[src/rtl/uvmt_cv32e40x_pma_obi_tracker.sv]
// PMA OBI tracker: queues PMA verdicts per accepted address phase until its
// response, and flags bus-level PMA violations as single-cycle pulses.
module uvmt_cv32e40x_pma_obi_tracker #(
    parameter int DEPTH         = 4,
    parameter int IS_INSTR_SIDE = 0,
    parameter int GNT_TIMEOUT   = 64
) (
    input  logic        clk,
    input  logic        rst,
    input  logic        obi_req_i,
    input  logic        obi_gnt_i,
    input  logic [31:0] obi_addr_i,
    input  logic        obi_we_i,
    input  logic [1:0]  obi_memtype_i,
    input  logic        obi_rvalid_i,
    input  logic        pma_allow_i,
    input  logic        pma_bufferable_i,
    input  logic        pma_cacheable_i,
    output logic [3:0]  outstanding_o,
    output logic        resp_valid_o,
    output logic [31:0] resp_addr_o,
    output logic        resp_we_o,
    output logic        resp_allow_o,
    output logic        resp_bufferable_o,
    output logic        err_blocked_o,
    output logic        err_memtype_o,
    output logic        err_underflow_o,
    output logic        err_overflow_o,
    output logic        err_gnt_timeout_o
);

    localparam int PW = (DEPTH > 1) ? $clog2(DEPTH) : 1;
    localparam int WW = (GNT_TIMEOUT > 0) ? $clog2(GNT_TIMEOUT + 1) : 1;
    localparam logic [3:0]    FULL   = 4'(DEPTH);
    localparam logic [PW-1:0] LAST   = PW'(DEPTH - 1);
    localparam logic [WW-1:0] TO     = WW'(GNT_TIMEOUT);
    localparam logic [WW-1:0] TO_M1  = WW'(GNT_TIMEOUT - 1);
    localparam logic          WD_EN  = (GNT_TIMEOUT != 0);

    logic [31:0]   r_addr  [DEPTH];
    logic          r_we    [DEPTH];
    logic          r_allow [DEPTH];
    logic          r_buf   [DEPTH];

    logic [PW-1:0] r_rd;
    logic [PW-1:0] r_wr;
    logic [3:0]    r_cnt;
    logic [WW-1:0] r_wd;

    logic [31:0]   r_h_addr;
    logic          r_h_we;
    logic          r_h_allow;
    logic          r_h_buf;

    logic          r_err_blocked;
    logic          r_err_memtype;
    logic          r_err_underflow;
    logic          r_err_overflow;
    logic          r_err_gnt;

    logic          w_acc;
    logic          w_pop;
    logic          w_full;
    logic          w_push;
    logic          w_empty;
    logic          w_stall;
    logic          w_we;

    assign w_acc   = obi_req_i && obi_gnt_i;
    assign w_empty = (r_cnt == 4'd0);
    assign w_full  = (r_cnt == FULL);
    assign w_pop   = obi_rvalid_i && !w_empty;
    // A full tracker can still take an accept when a response frees a slot
    assign w_push  = w_acc && (!w_full || w_pop);
    assign w_stall = obi_req_i && !obi_gnt_i;
    assign w_we    = (IS_INSTR_SIDE != 0) ? 1'b0 : obi_we_i;

    always_ff @(posedge clk) begin
        if (w_push) begin
            r_addr[r_wr]  <= obi_addr_i;
            r_we[r_wr]    <= w_we;
            r_allow[r_wr] <= pma_allow_i;
            r_buf[r_wr]   <= pma_bufferable_i;
        end
    end

    always_ff @(posedge clk or posedge rst) begin
        if (rst) begin
            r_rd  <= '0;
            r_wr  <= '0;
            r_cnt <= 4'd0;
        end else begin
            if (w_push) begin
                r_wr <= (r_wr == LAST) ? '0 : r_wr + 1'b1;
            end
            if (w_pop) begin
                r_rd <= (r_rd == LAST) ? '0 : r_rd + 1'b1;
            end
            if (w_push && !w_pop) begin
                r_cnt <= r_cnt + 4'd1;
            end else if (w_pop && !w_push) begin
                r_cnt <= r_cnt - 4'd1;
            end
        end
    end

    // Shadow of the head so resp_* keep their last value once the queue drains
    always_ff @(posedge clk or posedge rst) begin
        if (rst) begin
            r_h_addr  <= 32'd0;
            r_h_we    <= 1'b0;
            r_h_allow <= 1'b0;
            r_h_buf   <= 1'b0;
        end else if (!w_empty) begin
            r_h_addr  <= r_addr[r_rd];
            r_h_we    <= r_we[r_rd];
            r_h_allow <= r_allow[r_rd];
            r_h_buf   <= r_buf[r_rd];
        end
    end

    always_ff @(posedge clk or posedge rst) begin
        if (rst) begin
            r_wd <= '0;
        end else if (!w_stall) begin
            r_wd <= '0;
        end else if (r_wd != TO) begin
            r_wd <= r_wd + 1'b1;
        end
    end

    always_ff @(posedge clk or posedge rst) begin
        if (rst) begin
            r_err_blocked   <= 1'b0;
            r_err_memtype   <= 1'b0;
            r_err_underflow <= 1'b0;
            r_err_overflow  <= 1'b0;
            r_err_gnt       <= 1'b0;
        end else begin
            r_err_blocked   <= w_acc && !pma_allow_i;
            r_err_memtype   <= w_acc &&
                (obi_memtype_i != {pma_cacheable_i, pma_bufferable_i});
            r_err_underflow <= obi_rvalid_i && w_empty;
            r_err_overflow  <= w_acc && w_full && !w_pop;
            r_err_gnt       <= WD_EN && w_stall && (r_wd == TO_M1);
        end
    end

    assign outstanding_o     = r_cnt;
    assign resp_valid_o      = !w_empty;
    assign resp_addr_o       = w_empty ? r_h_addr  : r_addr[r_rd];
    assign resp_we_o         = w_empty ? r_h_we    : r_we[r_rd];
    assign resp_allow_o      = w_empty ? r_h_allow : r_allow[r_rd];
    assign resp_bufferable_o = w_empty ? r_h_buf   : r_buf[r_rd];

    assign err_blocked_o     = r_err_blocked;
    assign err_memtype_o     = r_err_memtype;
    assign err_underflow_o   = r_err_underflow;
    assign err_overflow_o    = r_err_overflow;
    assign err_gnt_timeout_o = r_err_gnt;

endmodule
[config.mk]
export PLATFORM = sky130hd
export DESIGN_NAME = uvmt_cv32e40x_pma_obi_tracker
export DESIGN_NICKNAME = d
export VERILOG_FILES = /design/src/rtl/uvmt_cv32e40x_pma_obi_tracker.sv
export SDC_FILE = /design/constraint.sdc
export NUM_CORES = 1
export LEC_CHECK = 0
export ABC_AREA = 1
export CELL_PAD_IN_SITES_DETAIL_PLACEMENT = 2
export CELL_PAD_IN_SITES_GLOBAL_PLACEMENT = 2
export CORE_MARGIN = 4
export CORE_UTILIZATION = 30
export CTS_CLUSTER_DIAMETER = 30
export DETAILED_ROUTE_END_ITERATION = 7
export HOLD_SLACK_MARGIN = 0.03
export PLACE_DENSITY = 0.71
export SLEW_MARGIN = 30
export SYNTH_ARGS = -nofsm -noshare
export SYNTH_HDL_FRONTEND = slang
export SYNTH_SLANG_ARGS = --single-unit
export TNS_END_PERCENT = 1
[constraint.sdc]
create_clock -name clk -period 3 [get_ports clk]
set_input_delay 0.75 -clock clk [delete_from_list [all_inputs] [get_ports clk]]
set_output_delay 0.75 -clock clk [all_outputs]
set_load 0.01 [all_outputs]
==> run_results.csv <==
group,metric,value,unit
timing,holdWs,0.474,ns
routing,wire_per_inst,19.9,um
routing,vias,5380,
timing,finalCritPeriodShare,0.958,
power,combinationalPowerShare,0.408,
finish,area_growth,26.5,%
clocking,htreeDepth,4,
worst_hold_path,hold_path.class,"reg2reg",
placement,gp_congestion,0.716,
grt,grt_max_degree,39,
die,core_region_area,25400,um2
power,intPower,6.26,mW
power,p_switching,3.74,mW
power,ir_drop,0.000358,V
finish,nets,846,
timing,hold_violations,0,
setup_path,critical_path.startpoint_type,"flop",
clocking,cts_tree,"built",
setup_path,end_kind,"output port",
logic_synthesis,netlist_area,7830,um2
die,start_util,0.308,
setup_path,worst-setup-path-type,"reg2out",
logic_synthesis,ys.flop_type,"edfxtp_1",
routing,drt-total-wl,22600,um
die,dieHeight,170,um
run,max_cap_viol_count,0,
timing,tightest_slew,0.524,ns
timing,slew_headroom,0.649,
finish,postLayoutCellArea,9910,um2
grt,antenna_found_initial,2,
power,pwr-share-clk,0.227,
timing,timing.final.crit_period,2.87,ns
setup_path,cp.required,2.25,ns
setup_path,r2r-start,"outstanding_o[0]",
finish,final_common_cell,"nand2_1",
logic_synthesis,synth_edf_count,140,
logic_synthesis,synth_nets,744,
finish,final_cells,1135,
logic_synthesis,synth.avg_cell_area,11.4,um2
clocking,cts_hold_buf,0,
setup_path,r2r_slack,0.52,ns
logic_synthesis,ys_async_sr_fraction,0.282,
power,swShare,0.374,
logic_synthesis,syn-instance-count,690,
power,p_seq_frac,0.365,
routing,drt-pass1-iter-count,4,
routing,vias_per_cell,4.74,
finish,post-route-util,0.390,
clocking,cts_root_buffer,"clkbuf_16",
finish,drive_gt1_frac,0.0969,
grt,grt_first_pass_wirelength,34600,um
die,die_w,170,um
clocking,clockBufferDepth,2,
finish,final_cell_mix,"nand2_1 (167), nor2_1 (149), edfxtp_1 (140)",
grt,grt_overflow,0,
setup_path,cp.arrival,2.12,ns
placement,dp_hpwl,13800,um
clocking,cts_made_buffers,17,
power,total_leakage_power,3.96,nW
finish,nFillCells,2635,
clocking,cts_num_sinks,195,
logic_synthesis,synth_warnings,0,
timing,max_freq,0.348,GHz
placement,place_inst,1093,
run_status,status,"finished, final reports clean",
timing,finalClockSkew,0.0148,ns
timing,rsz0062_at_grt,"yes",
logic_synthesis,ys_ff_latch,195,
die,rows,58,
finish,diodes,0,
grt,grt.total_usage,0.158,
routing,postRouteAntennaNets,0,
placement,placed_area,9130,um2
setup_path,critPathMaxFanout,15,
clocking,clkLatencyLatePin,0.44,ns
logic_synthesis,ys_types,23,
timing,final_max_slew_viol_count,0,
die,die_area,28800,um2
placement,portBuffers,87,
clocking,cts.clk_slew.worst_paths,0.07,ns
routing,drcViolationCount,0,
setup_path,startpoint,"r_rd[0]",
logic_synthesis,ys_seq_area_frac,0.712,
power,power.density,1010,nW/um2
die,io_pins,88,
grt,grt_pass1_vias,6322,
routing,initialDrtViolationCount,212,
timing,setup_viol,0,
worst_hold_path,min_from,"r_h_addr[13]",
## final timing paths
check / cells past startpoint / to
worst min register to register: 2 / r_h_addr[13]
min in group asynchronous: 2 / r_wr[0]
max in group asynchronous: 3 / r_rd[0]
worst max-delay path: 9 / resp_addr_o[21]
worst min-delay path: 2 / r_h_addr[13]
worst max register to register: 12 / outstanding_o[3]
## per-stage QoR
step           TNS, ns  total power, mW  setup slack (ns)
4_1_cts        -0.0297             10.0           -0.0255
5_1_grt        -0.0228             10.7          -0.00801
2_1_floorplan        0             5.90            0.0125
6_report             0             10.0             0.126
3_5_place_dp         0             7.78           0.00268
3_3_place_gp         0             7.51             0.167
## what timing repair did
item	4_1_cts	5_1_grt
cloned	1	2
gates resized for setup	50	23
setup buffers	1	6
setup endpoints to repair	36	6
hold endpoints to repair	0	0
pin swaps	0	1
## synthesized netlist by cell type (6+ instances only)
cell | instances | share of area
o21ai_0 | 16 | 0.010
inv_1 | 22 | 0.011
ha_1 | 10 | 0.016
buf_4 | 9 | 0.0086
nand3_1 | 8 | 0.0051
buf_2 | 9 | 0.0057
a21oi_1 | 6 | 0.0038
nand2_1 | 168 | 0.080
nor2_1 | 161 | 0.077
o21ai_1 | 57 | 0.036
dfrtp_1 | 55 | 0.18
buf_6 | 11 | 0.016
edfxtp_1 | 140 | 0.54
## state kept, by name, indices dropped and copies added (netlist names)
name,flops
r_addr,128
r_h_addr,32
r_wd,7
outstanding_o,4
r_allow,4
r_buf,4
r_we,4
r_rd,2
r_wr,2
err_blocked_o,1
err_gnt_timeout_o,1
err_memtype_o,1
err_overflow_o,1
err_underflow_o,1
r_h_allow,1
r_h_buf,1
r_h_we,1
## logic make-up after synthesis
logic type	after synthesis	share of synthesized area
AND/OR/NAND/NOR	345	0.169
flip-flops	195	0.712
AO/OA/AOI/OAI	79	0.0505
buffers and inverters	54	0.0428
adder cells (fa/ha/maj)	11	0.0185
XOR/XNOR	6	0.00671
## routing by layer
metal | GRT usage | routed length (um) | vias to the layer above
met1 | 0.182 | 9450 | 2790
met3 | 0.0450 | 961 | 16
met4 | 0.0378 | 157 | 4
met2 | 0.290 | 12000 | 83
li1 | - | - | 2487
met5 | 0 | 30 | -
## power groups by stage
stage          sequential (mW)  clock [mW]  combinational (mW)
4_1_cts                   3.64        2.34                4.03
3_5_place_dp              3.66           0                4.11
2_1_floorplan             3.61           0                2.28
3_3_place_gp              3.63           0                3.88
6_report                  3.65        2.27                4.08
5_1_grt                   3.70        2.46                4.59
## area by class of cell
type,instances,area (um2),area share
inverters,25,124,0.0125
well taps,330,413,0.0417
repair buffers,111,1220,0.123
flip-flops and latches,195,5590,0.564
clock buffers,20,447,0.0451
repair inverters,1,8.76,0.000884
clock inverters,12,130,0.0131
multi-input cells,441,1980,0.199
## critical path: stages, from the launching register on
cell           delay [ns]
dfrtp_4              0.58
buf_4                0.18
clkbuf_16            0.17
nor2_1               0.11
nor2_1               0.05
o21ai_1              0.09
nand2_1              0.08
nand2_1              0.06
nand2_1              0.08
dlygate4sd2_1        0.29
Note: power is estimated with default switching activity, not from simulation.
